`src/rtl/sipo_pad_buffer.sv`:
```
// SHAKE absorb-side collector: gathers message words into one rate block,
// applies SHAKE padding on the last word and hands the block downstream.
module sipo_pad_buffer #(
    parameter int WIDTH = 64,
    parameter int DEPTH = 21
) (
    input  logic                           clk,
    input  logic                           rst,
    input  logic [WIDTH-1:0]               in_data,
    input  logic                           in_valid,
    input  logic                           in_last,
    input  logic [$clog2(WIDTH/8+1)-1:0]   in_bytes,
    output logic                           in_ready,
    output logic [DEPTH*WIDTH-1:0]         block_out,
    output logic                           block_valid,
    output logic                           block_last,
    input  logic                           block_ready
);

    localparam int NB = WIDTH / 8;
    localparam int IW = $clog2(DEPTH);

    localparam logic [WIDTH-1:0] PAD_LO = WIDTH'(8'h1F);
    localparam logic [WIDTH-1:0] PAD_HI = {8'h80, {(WIDTH-8){1'b0}}};

    typedef enum logic {
        COLLECT,
        FULL
    } state_t;

    state_t           state;
    logic [IW-1:0]    idx;
    logic             pending_pad;
    logic [WIDTH-1:0] words   [DEPTH];
    logic [WIDTH-1:0] fin     [DEPTH];
    logic [WIDTH-1:0] pad_blk [DEPTH];
    logic [WIDTH-1:0] last_word;
    logic             full_n;
    logic             idx_top;

    assign full_n  = (int'(in_bytes) == NB);
    assign idx_top = (idx == IW'(DEPTH - 1));

    // First word received sits in the top slice of the packed block.
    for (genvar g = 0; g < DEPTH; g++) begin : g_out
        assign block_out[(DEPTH-g)*WIDTH-1 -: WIDTH] = words[g];
    end

    // Final word: keep the valid low bytes, drop the rest, drop in 0x1F.
    always_comb begin
        last_word = '0;
        for (int k = 0; k < NB; k++) begin
            if (k < int'(in_bytes))
                last_word[8*k +: 8] = in_data[8*k +: 8];
            else if (k == int'(in_bytes))
                last_word[8*k +: 8] = 8'h1F;
        end
    end

    // Padded image of the whole block if the current word is the last one.
    always_comb begin
        for (int j = 0; j < DEPTH; j++) begin
            fin[j] = '0;
            if (j < int'(idx))
                fin[j] = words[j];
            else if (j == int'(idx))
                fin[j] = last_word;
            else if (j == int'(idx) + 1 && full_n)
                fin[j] = PAD_LO;
        end
        if (!(full_n && idx_top))
            fin[DEPTH-1] = fin[DEPTH-1] | PAD_HI;
    end

    // Extra block emitted when the message exactly filled the last block.
    always_comb begin
        for (int j = 0; j < DEPTH; j++)
            pad_blk[j] = '0;
        pad_blk[0]       = PAD_LO;
        pad_blk[DEPTH-1] = pad_blk[DEPTH-1] | PAD_HI;
    end

    // Collect / present state machine with registered handshake outputs.
    always_ff @(posedge clk or posedge rst) begin
        if (rst) begin
            state       <= COLLECT;
            idx         <= '0;
            pending_pad <= 1'b0;
            in_ready    <= 1'b1;
            block_valid <= 1'b0;
            block_last  <= 1'b0;
            for (int j = 0; j < DEPTH; j++)
                words[j] <= '0;
        end else begin
            unique case (state)
                COLLECT: begin
                    if (in_valid) begin
                        if (in_last) begin
                            words       <= fin;
                            state       <= FULL;
                            in_ready    <= 1'b0;
                            block_valid <= 1'b1;
                            idx         <= '0;
                            if (full_n && idx_top) begin
                                pending_pad <= 1'b1;
                                block_last  <= 1'b0;
                            end else begin
                                block_last  <= 1'b1;
                            end
                        end else begin
                            words[idx] <= in_data;
                            if (idx_top) begin
                                state       <= FULL;
                                in_ready    <= 1'b0;
                                block_valid <= 1'b1;
                                block_last  <= 1'b0;
                                idx         <= '0;
                            end else begin
                                idx <= idx + 1'b1;
                            end
                        end
                    end
                end
                FULL: begin
                    if (block_ready) begin
                        if (pending_pad) begin
                            words       <= pad_blk;
                            block_last  <= 1'b1;
                            pending_pad <= 1'b0;
                        end else begin
                            state       <= COLLECT;
                            in_ready    <= 1'b1;
                            block_valid <= 1'b0;
                            block_last  <= 1'b0;
                            idx         <= '0;
                        end
                    end
                end
                default: state <= COLLECT;
            endcase
        end
    end

endmodule

```
`config.mk`:
```
export PLATFORM = sky130hd
export DESIGN_NAME = sipo_pad_buffer
export DESIGN_NICKNAME = d
export VERILOG_FILES = /design/src/rtl/sipo_pad_buffer.sv
export SDC_FILE = /design/constraint.sdc
export NUM_CORES = 2
export LEC_CHECK = 0
export CAP_MARGIN = 20
export CORE_AREA = 4 4 556 558
export DETAILED_ROUTE_END_ITERATION = 12
export DIE_AREA = 0 0 560 562
export DONT_BUFFER_PORTS = 1
export GPL_TIMING_DRIVEN = 0
export PLACE_DENSITY = 0.35
export SLEW_MARGIN = 20
export SYNTH_ARGS = -nofsm -noshare
export SYNTH_HDL_FRONTEND = slang
export SYNTH_SLANG_ARGS = --single-unit
```
`constraint.sdc`:
```
create_clock -name clk -period 100.8 [get_ports clk]
set_input_delay 20.16 -clock clk [delete_from_list [all_inputs] [get_ports clk]]
set_output_delay 20.16 -clock clk [all_outputs]
set_load 0.005 [all_outputs]
```
==> impl_results.md <==
* Status: completed
* Synth async-reset ratio at 100%
* Required time worst endpoint at 101.50 ns
* DR WL/cell at 44.9 µm
* Number of DRC markers in iteration 0 at 4193
* Clock Tree Root: clkbuf_16
* CTS resizes at 0
* #FFs+latches synth at 1354
* Seq/Total Area, Yosys at 64.0%
* Fraction of layout cells with a size suffix above 1 at 16.4%
* Mapped cell area at 52900 µm²
* Setup bufs post-CTS at 0
* P_int at 1.07 mW
* Gr usage total at 24.2%
* GPL Wtd Cong at 0.910
* DR vias at 43300
* Die area at 315000 µm²
* CTS tree: yes
* RSZ-0062 raised after global routing: false
* Syn_nets at 4491
* WL final at 397000 µm
* Final setup viols at 0
* Final hold vios at 0
* Net Sw Power at 0.716 mW
* Number of global-route vias before repair at 42400
* Peak VDD IR at 0.0132 mV
* IO buf count at 0
* Total power per unit cell area at 26.9 nW/µm²
* DR WL met2 at 181000 µm
* Placed cell count at 8497
* IO Count at 1420
* Max cap viols at 0
* Max Used Layer: met5
* Hold Crit Class: register to register
* CTS Buf Count at 171
* Final Max Tran Viols at 0
* Clock Skew at 0.0470 ns
* DPL Wire Length at 314000 µm
* Clk slew on worst S/H paths at 0.05 ns
* Core box area at 305000 µm²
* Nets at 4753
* Setup Total Neg Slack at 0 ns
* Largest net degree at the start of global routing at 101
* Post-CTS Hold Fix Bufs at 0
* Max FO, Critical Path at 10
* Post-DRT Antenna Nets at 0
* # DRC at 0
* Slew HR at 20.2%
* Starting density of the core at 17.4%
* Clock share of power at 36.8%
* Cells after synthesis at 4412
* Initial antenna violation count at 71
* Placed cell area at 60300 µm²
* Die Wd at 560 µm
* Worst setup EP type: register
* Final Instance Area at 66300 µm²
* Metal1 wirelength at 160000 µm
* Fmax at 0.0431 GHz
* 1st-pass router iterations at 5
* Latest clock arrival within the worst-skew pair at 0.82 ns
* Ys flop type: dfrtp_1
* First-pass GRT wire length at 501000 µm
* Reg2Reg Depth at 10
* Leak at 29.5 nW
* Die Height at 562 µm
* Logic pwr share at 26.9%
* Distinct cells, synth at 93
* Grt ovf at 0
* Warnings from Yosys at 0
* Synthesis-to-finish area growth at 25.2%
* Met3 Wirelength at 42300 µm
* CTS max path bufs at 4
* Post-layout utilization of the core at 21.8%
* WHS Path Cells at 2
* Final period util at 23.0%
* CP arrival at 23.90 ns
* Synthesized area per cell at 12.0 µm²
* Number of synthesized flops with an enable pin at 0
* Power share of the sequential group at 36.3%
* Type of the worst setup path: input pin to register
* CP Launch Type: input pin
* CTS H-tree lvls at 4
* Sw Share at 40.1%
* Worst Max-Slew Pin Slew at 1.20 ns
* Clock Sink Count at 1354
* Rows at 203
* DR vias/cell at 4.89
* Final min period at 23.19 ns
* Finished Layout Cells at 8858
==> power by group through the flow <==
stage          clock network, mW  registers [mW]  logic [mW]
2_1_floorplan                  0           0.621       0.182
3_3_place_gp                   0           0.661       0.453
3_5_place_dp                   0           0.658       0.492
4_1_cts                    0.670           0.649       0.493
5_1_grt                    0.691           0.651       0.502
6_report                   0.657           0.648       0.480
==> per-stage QoR <==
step | setup WS [ns] | hold slack [ns] | power, mW
floorplan | 42.47 | 0.467 | 0.803
global placement | 23.42 | 0.502 | 1.11
detailed placement | 76.80 | 0.502 | 1.15
CTS | 77.67 | 0.515 | 1.81
global route | 77.53 | 0.534 | 1.84
finish | 77.61 | 0.512 | 1.78
==> layer usage <==
layer  vias up  global-route usage (%)
li1      16900                       -
met5         -                       0
met1     23400                    30.2
met2      2583                    38.5
met4         4                    7.36
met3       464                    9.65
==> state kept, by name (all words and copies together) (netlist names) <==
signal	count
block_last	1
block_out	1344
block_valid	1
idx	5
in_ready	1
pending_pad	1
state	1
==> worst paths after layout <==
kind,startpoint,to,slack (ns)
max reg2reg,idx[1],block_out[516],96.13
min in group asynchronous,rst,block_out[1180],19.25
max in group asynchronous,rst,block_out[776],78.83
min reg2reg,block_out[769],block_out[769],0.51
max,in_bytes[3],block_out[15],77.61
min,block_out[769],block_out[769],0.51
==> cells in the final DEF, fill, tap and decap left out, types with 14 or more instances in the layout <==
master / n
nor2_4: 30
a21o_1: 20
dfrtp_1: 1353
clkbuf_8: 41
clkbuf_1: 169
o21ai_0: 355
o31ai_1: 181
nand2b_1: 18
nand3_1: 39
clkbuf_16: 174
a32oi_1: 20
diode_2: 51
a32o_1: 14
buf_12: 25
buf_16: 36
o21ai_1: 34
buf_6: 28
a22o_1: 799
nor2_2: 15
buf_2: 211
nor2b_1: 16
a21oi_1: 78
a22oi_1: 23
o211ai_1: 14
nor2_1: 82
and3_1: 27
nand2_1: 594
clkinv_2: 23
bufinv_16: 15
buf_4: 30
clkbuf_2: 39
buf_1: 14
o41ai_1: 26
==> Yosys cell counts, types with 10 or more instances <==
master | n | area, µm²
dfrtp_1 | 1353 | 33900
a22o_1 | 799 | 7000
nand2_1 | 595 | 2230
o21ai_0 | 366 | 1830
buf_2 | 207 | 1040
o31ai_1 | 182 | 1370
clkbuf_1 | 177 | 664
nor2_1 | 118 | 443
a21oi_1 | 87 | 435
nand3_1 | 39 | 195
o21ai_1 | 32 | 160
and3_1 | 28 | 175
o41ai_1 | 26 | 228
buf_4 | 24 | 180
a22oi_1 | 23 | 173
a21o_1 | 20 | 150
a32oi_1 | 20 | 175
nand2b_1 | 18 | 113
buf_1 | 17 | 63.8
buf_6 | 16 | 180
nor2b_1 | 16 | 100
a32o_1 | 14 | 140
o211ai_1 | 14 | 105
inv_1 | 13 | 48.8
and2_1 | 11 | 68.8
nor3_1 | 11 | 55.1
o22ai_1 | 10 | 62.6
or3_1 | 10 | 62.6
==> worst max-delay path, stage by stage <==
cell     delay [ns]
buf_2          0.47
or4b_1         0.21
buf_2          0.22
buf_6          0.21
nand2_1        0.59
nor2_1         0.95
buf_2          0.71
nand2_1        0.09
o21ai_0        0.20
==> cell families (layout without fill, tap and decap cells) <==
| logic type | count (synthesis) | after routing | synth area share, % |
|---|---|---|---|
| fa+ha+maj | 6 | 6 | 0.142 |
| simple gates | 905 | 905 | 7.55 |
| buf+inv | 456 | 854 | 4.12 |
| other cells | 0 | 51 | 0 |
| mux | 10 | 10 | 0.191 |
| flops | 1354 | 1354 | 64.0 |
| compound gates | 1681 | 1681 | 24.0 |
==> cell type report <==
cell class                 count  area [µm²]
inverter                      15        63.8
tap                         3997        5000
buffer                       441        2190
timing repair buffer          89        1800
clock inverter                60         837
antenna                       51         128
clock buffer                 249        5050
sequential                  1354       33900
fill                       32600      238000
multi-input combinational   2602       17300
Note: power is estimated with default switching activity, not from simulation.
